--- config.mk ---
export PLATFORM = sky130hd
export DESIGN_NAME = rice_bit_parser_flat
export DESIGN_NICKNAME = d
export VERILOG_FILES = /design/src/rtl/rice_bit_parser_pkg.sv /design/src/rtl/rice_bit_parser_if.sv /design/src/rtl/rice_bit_parser.sv /design/src/flat_wrapper.sv
export SDC_FILE = /design/constraint.sdc
export NUM_CORES = 1
export LEC_CHECK = 0
export ABC_AREA = 1
export BUFFER_PORTS_ARGS = -buffer_cell sky130_fd_sc_hd__buf_2
export CORE_UTILIZATION = 50
export CTS_BUF_LIST = sky130_fd_sc_hd__clkbuf_16
export CTS_CLUSTER_DIAMETER = 50
export CTS_CLUSTER_SIZE = 28
export DETAILED_ROUTE_END_ITERATION = 10
export GPL_TIMING_DRIVEN = 0
export PLACE_DENSITY = 0.72
export SLEW_MARGIN = 20
export SYNTH_ARGS = -nofsm -noshare
export SYNTH_HDL_FRONTEND = slang
export SYNTH_SLANG_ARGS = --single-unit
--- constraint.sdc ---
create_clock -name iClock -period 5.8 [get_ports iClock]
set_clock_uncertainty 0.1 [all_clocks]
set_input_delay 1.74 -clock iClock [delete_from_list [all_inputs] [get_ports iClock]]
set_output_delay 1.74 -clock iClock [all_outputs]
set_load 0.05 [all_outputs]
--- src/rtl/rice_bit_parser_pkg.sv ---
// Shared types and constants for the Rice codeword bit parser.
package rice_bit_parser_pkg;

    localparam int unsigned RP_W = 4;

    // Rice parameter value reserved as the escape code; handled by the partition controller.
    localparam logic [RP_W-1:0] ESC_PARAM = 4'hF;

    typedef enum logic [1:0] {
        ST_IDLE   = 2'd0,
        ST_UNARY  = 2'd1,
        ST_BINARY = 2'd2,
        ST_HOLD   = 2'd3
    } state_e;

endpackage

--- src/rtl/rice_bit_parser_if.sv ---
// Bit-stream input, partition control and codeword output bundle of the Rice parser.
interface rice_bit_parser_if #(
    parameter int unsigned W = 16
);
    import rice_bit_parser_pkg::*;

    logic            iStart;
    logic [RP_W-1:0] iRiceParam;
    logic [W-1:0]    iCount;
    logic            iBit;
    logic            iValid;
    logic            oReady;
    logic [W-1:0]    oMSB;
    logic [W-1:0]    oLSB;
    logic [RP_W-1:0] oRiceParam;
    logic            oValid;
    logic            iReady;
    logic            oDone;
    logic            oOverflow;

    // Upstream/downstream side: drives stream and control, consumes codewords.
    modport master (
        output iStart, iRiceParam, iCount, iBit, iValid, iReady,
        input  oReady, oMSB, oLSB, oRiceParam, oValid, oDone, oOverflow
    );

    // Parser side.
    modport slave (
        input  iStart, iRiceParam, iCount, iBit, iValid, iReady,
        output oReady, oMSB, oLSB, oRiceParam, oValid, oDone, oOverflow
    );

endinterface

--- src/rtl/rice_bit_parser.sv ---
// Splits a serial Rice-coded residual stream into quotient/remainder codewords for one partition.
module rice_bit_parser
    import rice_bit_parser_pkg::*;
#(
    parameter int unsigned W = 16
) (
    input logic                 iClock,
    input logic                 iReset_n,
    rice_bit_parser_if.slave    bus
);

    state_e          state_q, state_d;
    logic [W-1:0]    msb_q, msb_d;
    logic [W-1:0]    lsb_q, lsb_d;
    logic [W-1:0]    count_q, count_d;
    logic [RP_W-1:0] param_q, param_d;
    logic [RP_W-1:0] bit_cnt_q, bit_cnt_d;
    logic            ready_q, ready_d;
    logic            valid_q, valid_d;
    logic            done_q, done_d;
    logic            ovf_q, ovf_d;
    logic            accept;

    assign accept = bus.iValid && ready_q;

    // Next-state and datapath update; ready/valid are registered decodes of the next state.
    always_comb begin
        state_d   = state_q;
        msb_d     = msb_q;
        lsb_d     = lsb_q;
        count_d   = count_q;
        param_d   = param_q;
        bit_cnt_d = bit_cnt_q;
        ovf_d     = ovf_q;
        done_d    = 1'b0;

        unique case (state_q)
            ST_IDLE: begin
                if (bus.iStart) begin
                    if (bus.iCount != '0) begin
                        param_d = bus.iRiceParam;
                        count_d = bus.iCount;
                        msb_d   = '0;
                        lsb_d   = '0;
                        ovf_d   = 1'b0;
                        state_d = ST_UNARY;
                    end else begin
                        done_d  = 1'b1;
                    end
                end
            end
            ST_UNARY: begin
                if (accept) begin
                    if (!bus.iBit) begin
                        if (msb_q != {W{1'b1}}) begin
                            msb_d = msb_q + W'(1);
                        end else begin
                            ovf_d = 1'b1;
                        end
                    end else if (param_q == '0) begin
                        lsb_d   = '0;
                        state_d = ST_HOLD;
                    end else begin
                        bit_cnt_d = param_q;
                        state_d   = ST_BINARY;
                    end
                end
            end
            ST_BINARY: begin
                if (accept) begin
                    lsb_d     = {lsb_q[W-2:0], bus.iBit};
                    bit_cnt_d = bit_cnt_q - RP_W'(1);
                    if (bit_cnt_q == RP_W'(1)) begin
                        state_d = ST_HOLD;
                    end
                end
            end
            ST_HOLD: begin
                if (bus.iReady) begin
                    count_d = count_q - W'(1);
                    if (count_q == W'(1)) begin
                        done_d  = 1'b1;
                        state_d = ST_IDLE;
                    end else begin
                        msb_d   = '0;
                        lsb_d   = '0;
                        state_d = ST_UNARY;
                    end
                end
            end
            default: state_d = ST_IDLE;
        endcase

        ready_d = (state_d == ST_UNARY) || (state_d == ST_BINARY);
        valid_d = (state_d == ST_HOLD);
    end

    // State and datapath registers.
    always_ff @(posedge iClock or negedge iReset_n) begin
        if (!iReset_n) begin
            state_q   <= ST_IDLE;
            msb_q     <= '0;
            lsb_q     <= '0;
            count_q   <= '0;
            param_q   <= '0;
            bit_cnt_q <= '0;
            ready_q   <= 1'b0;
            valid_q   <= 1'b0;
            done_q    <= 1'b0;
            ovf_q     <= 1'b0;
        end else begin
            state_q   <= state_d;
            msb_q     <= msb_d;
            lsb_q     <= lsb_d;
            count_q   <= count_d;
            param_q   <= param_d;
            bit_cnt_q <= bit_cnt_d;
            ready_q   <= ready_d;
            valid_q   <= valid_d;
            done_q    <= done_d;
            ovf_q     <= ovf_d;
        end
    end

    assign bus.oReady     = ready_q;
    assign bus.oMSB       = msb_q;
    assign bus.oLSB       = lsb_q;
    assign bus.oRiceParam = param_q;
    assign bus.oValid     = valid_q;
    assign bus.oDone      = done_q;
    assign bus.oOverflow  = ovf_q;

endmodule

--- src/flat_wrapper.sv ---
// flat-port wrapper written by rule: the top's interface ports become plain ports
module rice_bit_parser_flat import rice_bit_parser_pkg::*;
#(
    parameter int unsigned W = 16
)
  (iClock, iReset_n, bus_iStart, bus_iRiceParam, bus_iCount, bus_iBit, bus_iValid, bus_iReady, bus_oReady, bus_oMSB, bus_oLSB, bus_oRiceParam, bus_oValid, bus_oDone, bus_oOverflow);
  rice_bit_parser_if #(.W(W)) bus_i ();
  input logic iClock;
  input logic iReset_n;
  input wire logic [$bits(bus_i.iStart)-1:0] bus_iStart;
  input wire logic [$bits(bus_i.iRiceParam)-1:0] bus_iRiceParam;
  input wire logic [$bits(bus_i.iCount)-1:0] bus_iCount;
  input wire logic [$bits(bus_i.iBit)-1:0] bus_iBit;
  input wire logic [$bits(bus_i.iValid)-1:0] bus_iValid;
  input wire logic [$bits(bus_i.iReady)-1:0] bus_iReady;
  output wire logic [$bits(bus_i.oReady)-1:0] bus_oReady;
  output wire logic [$bits(bus_i.oMSB)-1:0] bus_oMSB;
  output wire logic [$bits(bus_i.oLSB)-1:0] bus_oLSB;
  output wire logic [$bits(bus_i.oRiceParam)-1:0] bus_oRiceParam;
  output wire logic [$bits(bus_i.oValid)-1:0] bus_oValid;
  output wire logic [$bits(bus_i.oDone)-1:0] bus_oDone;
  output wire logic [$bits(bus_i.oOverflow)-1:0] bus_oOverflow;
  assign bus_i.iStart = bus_iStart;
  assign bus_i.iRiceParam = bus_iRiceParam;
  assign bus_i.iCount = bus_iCount;
  assign bus_i.iBit = bus_iBit;
  assign bus_i.iValid = bus_iValid;
  assign bus_i.iReady = bus_iReady;
  assign bus_oReady = bus_i.oReady;
  assign bus_oMSB = bus_i.oMSB;
  assign bus_oLSB = bus_i.oLSB;
  assign bus_oRiceParam = bus_i.oRiceParam;
  assign bus_oValid = bus_i.oValid;
  assign bus_oDone = bus_i.oDone;
  assign bus_oOverflow = bus_i.oOverflow;
  rice_bit_parser #(.W(W)) u_core (.iClock(iClock), .iReset_n(iReset_n), .bus(bus_i));
endmodule
=== Word level (Yosys, flattened, before mapping) ===
Index checks and enable logic that the tools add are counted.

* Register bits after elaboration: 62
* Output and inout port bits: 40
* Logic and storage cells: 92

* Add/subtract/negate cells: 3
* Equal/unequal tests: 21
* Muxes and demuxes: 43
* Reductions and logical operators: 15

{| class="wikitable"
|+ Operators by type and width
! cell !! count
|-
| 2-to-1 mux 16 bit || 14
|-
| case mux 16 bit (4 select lines) || 1
|-
| case mux 16 bit (3 select lines) || 1
|-
| case mux 16 bit (2 select lines) || 1
|-
| adder 16 x 1 -> 16 bit, second input constant || 1
|-
| equality test 16 x 1 -> 1 bit, second input constant || 1
|-
| 2-to-1 mux 4 bit || 4
|-
| inequality test 16 bit, second input constant || 1
|-
| AND reduction 8 bit || 2
|-
| nonzero test 16 bit || 1
|-
| subtractor 16 x 1 -> 16 bit, second input constant || 1
|-
| 2-to-1 mux 2 bit || 7
|-
| inequality test 2 bit, second input constant || 7
|-
| 2-to-1 mux 1 bit || 11
|-
| inequality test 2 x 1 -> 1 bit, second input constant || 5
|-
| equality test 2 bit, second input constant || 4
|-
| case mux 2 bit (4 select lines) || 1
|-
| case mux 4 bit (2 select lines) || 1
|-
| AND reduction 6 bit || 1
|-
| nonzero test 2 bit || 3
|-
| AND reduction 5 bit || 1
|-
| equality test 2 x 1 -> 1 bit, second input constant || 2
|-
| equality test 4 x 1 -> 1 bit, second input constant || 1
|-
| zero test 4 bit || 1
|-
| 8 further kinds || 9
|}

=== Depth between registers and ports, before layout ===
* Word-level depth: 7
* Depth in mapped cells: 12
* Depth with buffers taken out: 10

=== Worst setup path before layout ===
OpenSTA, ideal clock, no wires.

* Path type: input to register
* Start point: input port bus_iCount[15]
* End point: register u_core.ready_q (netlist: u_core.bus.oReady)
* Library setup time: 126 ps
* Data arrival time: 2672 ps
* Required time: 5574 ps
* Setup slack: 2902 ps
* Stages: 9
* Path through: nor2_1 > nand2_1 > nor2_1 > nand2_1 > nand2_1 > nand2_1 > nor2_1 > nor2_1 > ha_1

* Longest elaborated chain between the ends: 6
* Elaborated cells on any way between the ends: 7
* Classes of those cells: eq/ne: 2; mux: 3; reduce/logical: 2

{| class="wikitable"
|+ Ends and longest elaborated chain
! element !! RTL line !! source
|-
| start: declaration || flat_wrapper.sv:12 || <nowiki>input wire logic [$bits(bus_i.iCount)-1:0] bus_iCount;</nowiki>
|-
| nonzero test 16 bit * || rice_bit_parser.sv:40 || <nowiki>if (bus.iCount != '0) begin</nowiki>
|-
| 2-to-1 mux 2 bit * || rice_bit_parser.sv:40 ||
|-
| 2-to-1 mux 2 bit * || rice_bit_parser.sv:39 || <nowiki>if (bus.iStart) begin</nowiki>
|-
| case mux 2 bit (4 select lines) * || rice_bit_parser.sv:37 || <nowiki>unique case (state_q)</nowiki>
|-
| net u_core.state_d[0] || rice_bit_parser.sv:12 || <nowiki>state_e state_q, state_d;</nowiki>
|-
| equality test 2 x 1 -> 1 bit / equality test 2 bit (equally long branches) || rice_bit_parser.sv:94 || <nowiki>ready_d = (state_d == ST_UNARY) || (state_d == ST_BINARY);</nowiki>
|-
| logical OR 1 bit * || rice_bit_parser.sv:94 ||
|-
| net u_core.ready_d || rice_bit_parser.sv:18 || <nowiki>logic ready_q, ready_d;</nowiki>
|-
| end signal: assignment || rice_bit_parser.sv:118 || <nowiki>ready_q <= ready_d;</nowiki>
|-
| end: declaration || rice_bit_parser.sv:18 ||
|}

The timed path passes the listed nets; every way through them passes the cells marked *.
A chain may end at the register's enable or synchronous reset.

=== Worst setup path in the final report ===
* Start point: register u_core.msb_q[2] (netlist: u_core.bus.oMSB[2])
* End point: output port bus_oMSB[2]

{| class="wikitable"
|+ RTL lines
! element !! RTL line !! source
|-
| start: declaration || rice_bit_parser.sv:13 || <nowiki>logic [W-1:0] msb_q, msb_d;</nowiki>
|-
| start signal: assignment || rice_bit_parser.sv:113 || <nowiki>msb_q <= msb_d;</nowiki>
|-
| end: declaration || flat_wrapper.sv:17 || <nowiki>output wire logic [$bits(bus_i.oMSB)-1:0] bus_oMSB;</nowiki>
|}

No word-level cell between the ends.

==> metrics.log <==
[metrics] r2r setup slk: 3690 ps
[metrics] pin count of the biggest net entering global routing: 34
[metrics] number of antenna violations at the first check in global routing: 0
[metrics] total negative setup slack: 0 ps
[metrics] average wire per cell in the routed design: 12.5 um
[metrics] total congestion overflow: 0
[metrics] number of max-slew violations in the final report: 0
[metrics] Final #Nets: 696
[metrics] ratio of cells with drive above 1 in the final layout: 0.206
[metrics] distinct cell type count of the synthesized netlist: 39
[metrics] TritonRoute pass-1 iters: 7
[metrics] Post-synth EDFFs: 0
[metrics] clock insertion delay at the later pin of the skew report: 330 ps
[metrics] Overall Power: 2.26 mW
[metrics] combinational share of power: 0.484
[metrics] endpoint class of the critical path: primary output
[metrics] final worst path period share: 0.515
[metrics] Psw: 1.08 mW
[metrics] stage delay of the slowest cell on the critical path: 490 ps
[metrics] share of the synthesized area in the top cell type: 0.381
[metrics] Post-Syn Nets: 619
[metrics] final wirelength: 9600 um
[metrics] Setup violations, final: 0
[metrics] relative slew slack: 0.619
[metrics] dominant cell type by area after synthesis: sky130_fd_sc_hd__dfrtp_1
[metrics] CTS max path bufs: 2
[metrics] Fmax achieved: roughly 0.33 GHz
[metrics] overall die area: 8500 um2
[metrics] Initial Util: 0.521
[metrics] slowest CP cell: sky130_fd_sc_hd__dfrtp_1
[metrics] buffers inserted by post-CTS timing repair: 0
[metrics] top post-synthesis cells by count: sky130_fd_sc_hd__nand2_1 (220), sky130_fd_sc_hd__nor2_1 (68), sky130_fd_sc_hd__dfrtp_1 (62)
[metrics] count of inserted antenna diode cells: 0
[metrics] clock tree from TritonCTS: built
[metrics] number of rows in the core area: 32
[metrics] H-tree level count: 3
[metrics] ordered cell list for the critical path: buf_2
[metrics] endpoint required time on the critical path: 3960 ps
[metrics] drt first-iter violations: 226
[metrics] post-detailed-route via-to-cell ratio: 5.07
[metrics] CTS sink count: 62
[metrics] mean cell area of the mapped netlist: 6.98 um2
[metrics] most common cell in the synthesized netlist: sky130_fd_sc_hd__nand2_1
[metrics] hold-fix buffers at CTS: 0
[metrics] Internal Pwr Total: 1.18 mW
[metrics] number of placed I/O pins: 66
[metrics] antenna-violating nets left: 0
[metrics] chip width: between 90 and 100 um
[metrics] number of register bits inferred by synthesis: 62
[metrics] master cell of the clock root buffer: sky130_fd_sc_hd__clkbuf_16
[metrics] Overall Global Routing Usage: 0.249
[metrics] area growth from synthesis to layout: 18.6%
[metrics] Max rail drop VDD: 0.000276 V
[metrics] Clk network pwr share: 0.224
[metrics] Cell Pwr Density: between 400 and 500 nW/um2
[metrics] cell types with the largest area share after synthesis: sky130_fd_sc_hd__dfrtp_1 (38%), sky130_fd_sc_hd__nand2_1 (20%), sky130_fd_sc_hd__nor2_1 (6.3%)
[metrics] shortest period the worst path allows: 2990 ps
[metrics] buffer and inverter count on the worst path: 1
[metrics] count of input and output buffers: between 60 and 70
[metrics] post-DP HPWL: about 7000 um
[metrics] post-synthesis cell area: 4070 um2
[metrics] worst slew pin tran: between 500 and 600 ps
[metrics] WP data arrival: between 1000 and 1500 ps
[metrics] overall via count from detail_route: 3890
[metrics] last weighted congestion value of the routability-driven placer: roughly 0.9
[metrics] count of unresolved DRC violations after routing: 0
[metrics] category of the most critical setup path: reg -> out
[metrics] Die Height: ~90 um
[metrics] relative contribution of sequential cells to total power: 0.292
[metrics] most frequently used flop master after synthesis: sky130_fd_sc_hd__dfrtp_1
[metrics] worst min-delay path class: reg -> reg
[metrics] Synth async-reset ratio: 1.00
[metrics] leakage power of the design: between 2 and 3 nW
[metrics] CTS clk-pin slew, worst paths: 60 ps
[metrics] category of the worst setup path launch point: register
[metrics] count of final hold-check violations: 0
[metrics] via count of the first global-routing pass: 3674
[metrics] maximum fanout encountered on the critical timing path: 7
[metrics] area inside the core boundary: 7810 um2
[metrics] share of the yosys chip area belonging to registers: 0.381
[metrics] number of max-capacitance violations reported: 0
[metrics] outcome: finished clean
[metrics] RSZ-0062 raised after global routing: no
[metrics] fraction of power spent switching nets: 0.478
[metrics] wire length of the first global-routing pass: 16800 um
[metrics] number of instances in the synthesized netlist: 583
[metrics] count of instances resized after the clock tree is built: 0
[metrics] cell family with the largest share of critical-path delay: flip-flops
[metrics] Ys Warns: 0
[metrics] cts bufs inserted: 9
## cell usage in the layout (no fill, tap or decap), types with 9 or more instances in the layout
cell | Yosys | routed
sky130_fd_sc_hd__buf_2 | 8 | 72
sky130_fd_sc_hd__clkbuf_16 | 0 | 9
sky130_fd_sc_hd__dfrtp_1 | 62 | 62
sky130_fd_sc_hd__ha_1 | 10 | 10
sky130_fd_sc_hd__inv_1 | 49 | 49
sky130_fd_sc_hd__nand2_1 | 220 | 220
sky130_fd_sc_hd__nand2_2 | 13 | 13
sky130_fd_sc_hd__nand3_1 | 37 | 37
sky130_fd_sc_hd__nor2_1 | 68 | 68
sky130_fd_sc_hd__o21ai_0 | 41 | 41
sky130_fd_sc_hd__xor2_1 | 11 | 11
## logic make-up (layout without fill, tap and decap cells)
kind of cell    count (synthesis)  count (layout)  synth area share
simple gates                  370             370             0.402
flops                          62              62             0.381
xor+xnor                       14              14            0.0301
mux                             2               2           0.00523
buf+inv                        68             150            0.0760
fa+ha+maj                      10              10            0.0308
compound gates                 57              57            0.0747
## power groups by stage
| stage | Clock [mW] | Sequential [mW] | Combinational, mW |
|---|---|---|---|
| after global routing | 0.539 | 0.673 | 1.23 |
| after global placement | 0 | 0.658 | 1.07 |
| after CTS | 0.518 | 0.656 | 1.10 |
| final | 0.507 | 0.660 | 1.10 |
| after detailed placement | 0 | 0.660 | 1.09 |
| after floorplan | 0 | 0.747 | 0.737 |
## layout make-up
class                      count  area, um2
tap                          102        128
clock buffer                   9        225
timing repair buffer          66        348
buffer                        16        113
clock inverter                 7       56.3
multi-input combinational    453       2210
fill                         739       2980
inverter                      52        196
sequential                    62       1550
## final timing paths
kind / endpoint / depth (start not counted) / from
setup / recovery: bus_oMSB[2] / 1 / u_core.bus.oMSB[2]
hold reg to reg: u_core.bus.oOverflow / 2 / u_core.bus.oOverflow
max in group asynchronous: u_core.bus.oLSB[1] / 2 / iReset_n
hold / removal: u_core.bus.oOverflow / 2 / u_core.bus.oOverflow
min in group asynchronous: u_core.count_q[6] / 1 / iReset_n
setup reg to reg: u_core.bus.oReady / 7 / u_core.state_q[0]
## state kept, by name (all words and copies together) (netlist names)
name / flops
u_core.bus.oLSB: 16
u_core.bus.oDone: 1
u_core.state_q: 2
u_core.bus.oOverflow: 1
u_core.bit_cnt_q: 4
u_core.bus.oReady: 1
u_core.bus.oMSB: 16
u_core.count_q: 16
u_core.bus.oValid: 1
u_core.bus.oRiceParam: 4
## routing by layer
layer | part of all wire | up-vias | routed length, um | GRT usage
met2 | 0.47 | 106 | 4500 | 0.407
met4 | 0.0091 | 0 | 87 | 0.0651
met3 | 0.056 | 7 | 538 | 0.0638
met5 | 0 | - | 0 | 0
li1 | - | 1984 | - | -
met1 | 0.47 | 1793 | 4480 | 0.329
## metrics by stage
step	setup WS (ps)	util	instances	hold slack (ps)	instance area, um2
final	2810	0.618	767	371	4820
after global routing	2680	0.618	767	423	4820
after CTS	2810	0.618	767	371	4820
after detailed placement	2520	0.582	751	358	4540
after global placement	2540	0.579	750	354	4520
after floorplan	2900	-	583	371	4070
Note: power is estimated with default switching activity, not from simulation.
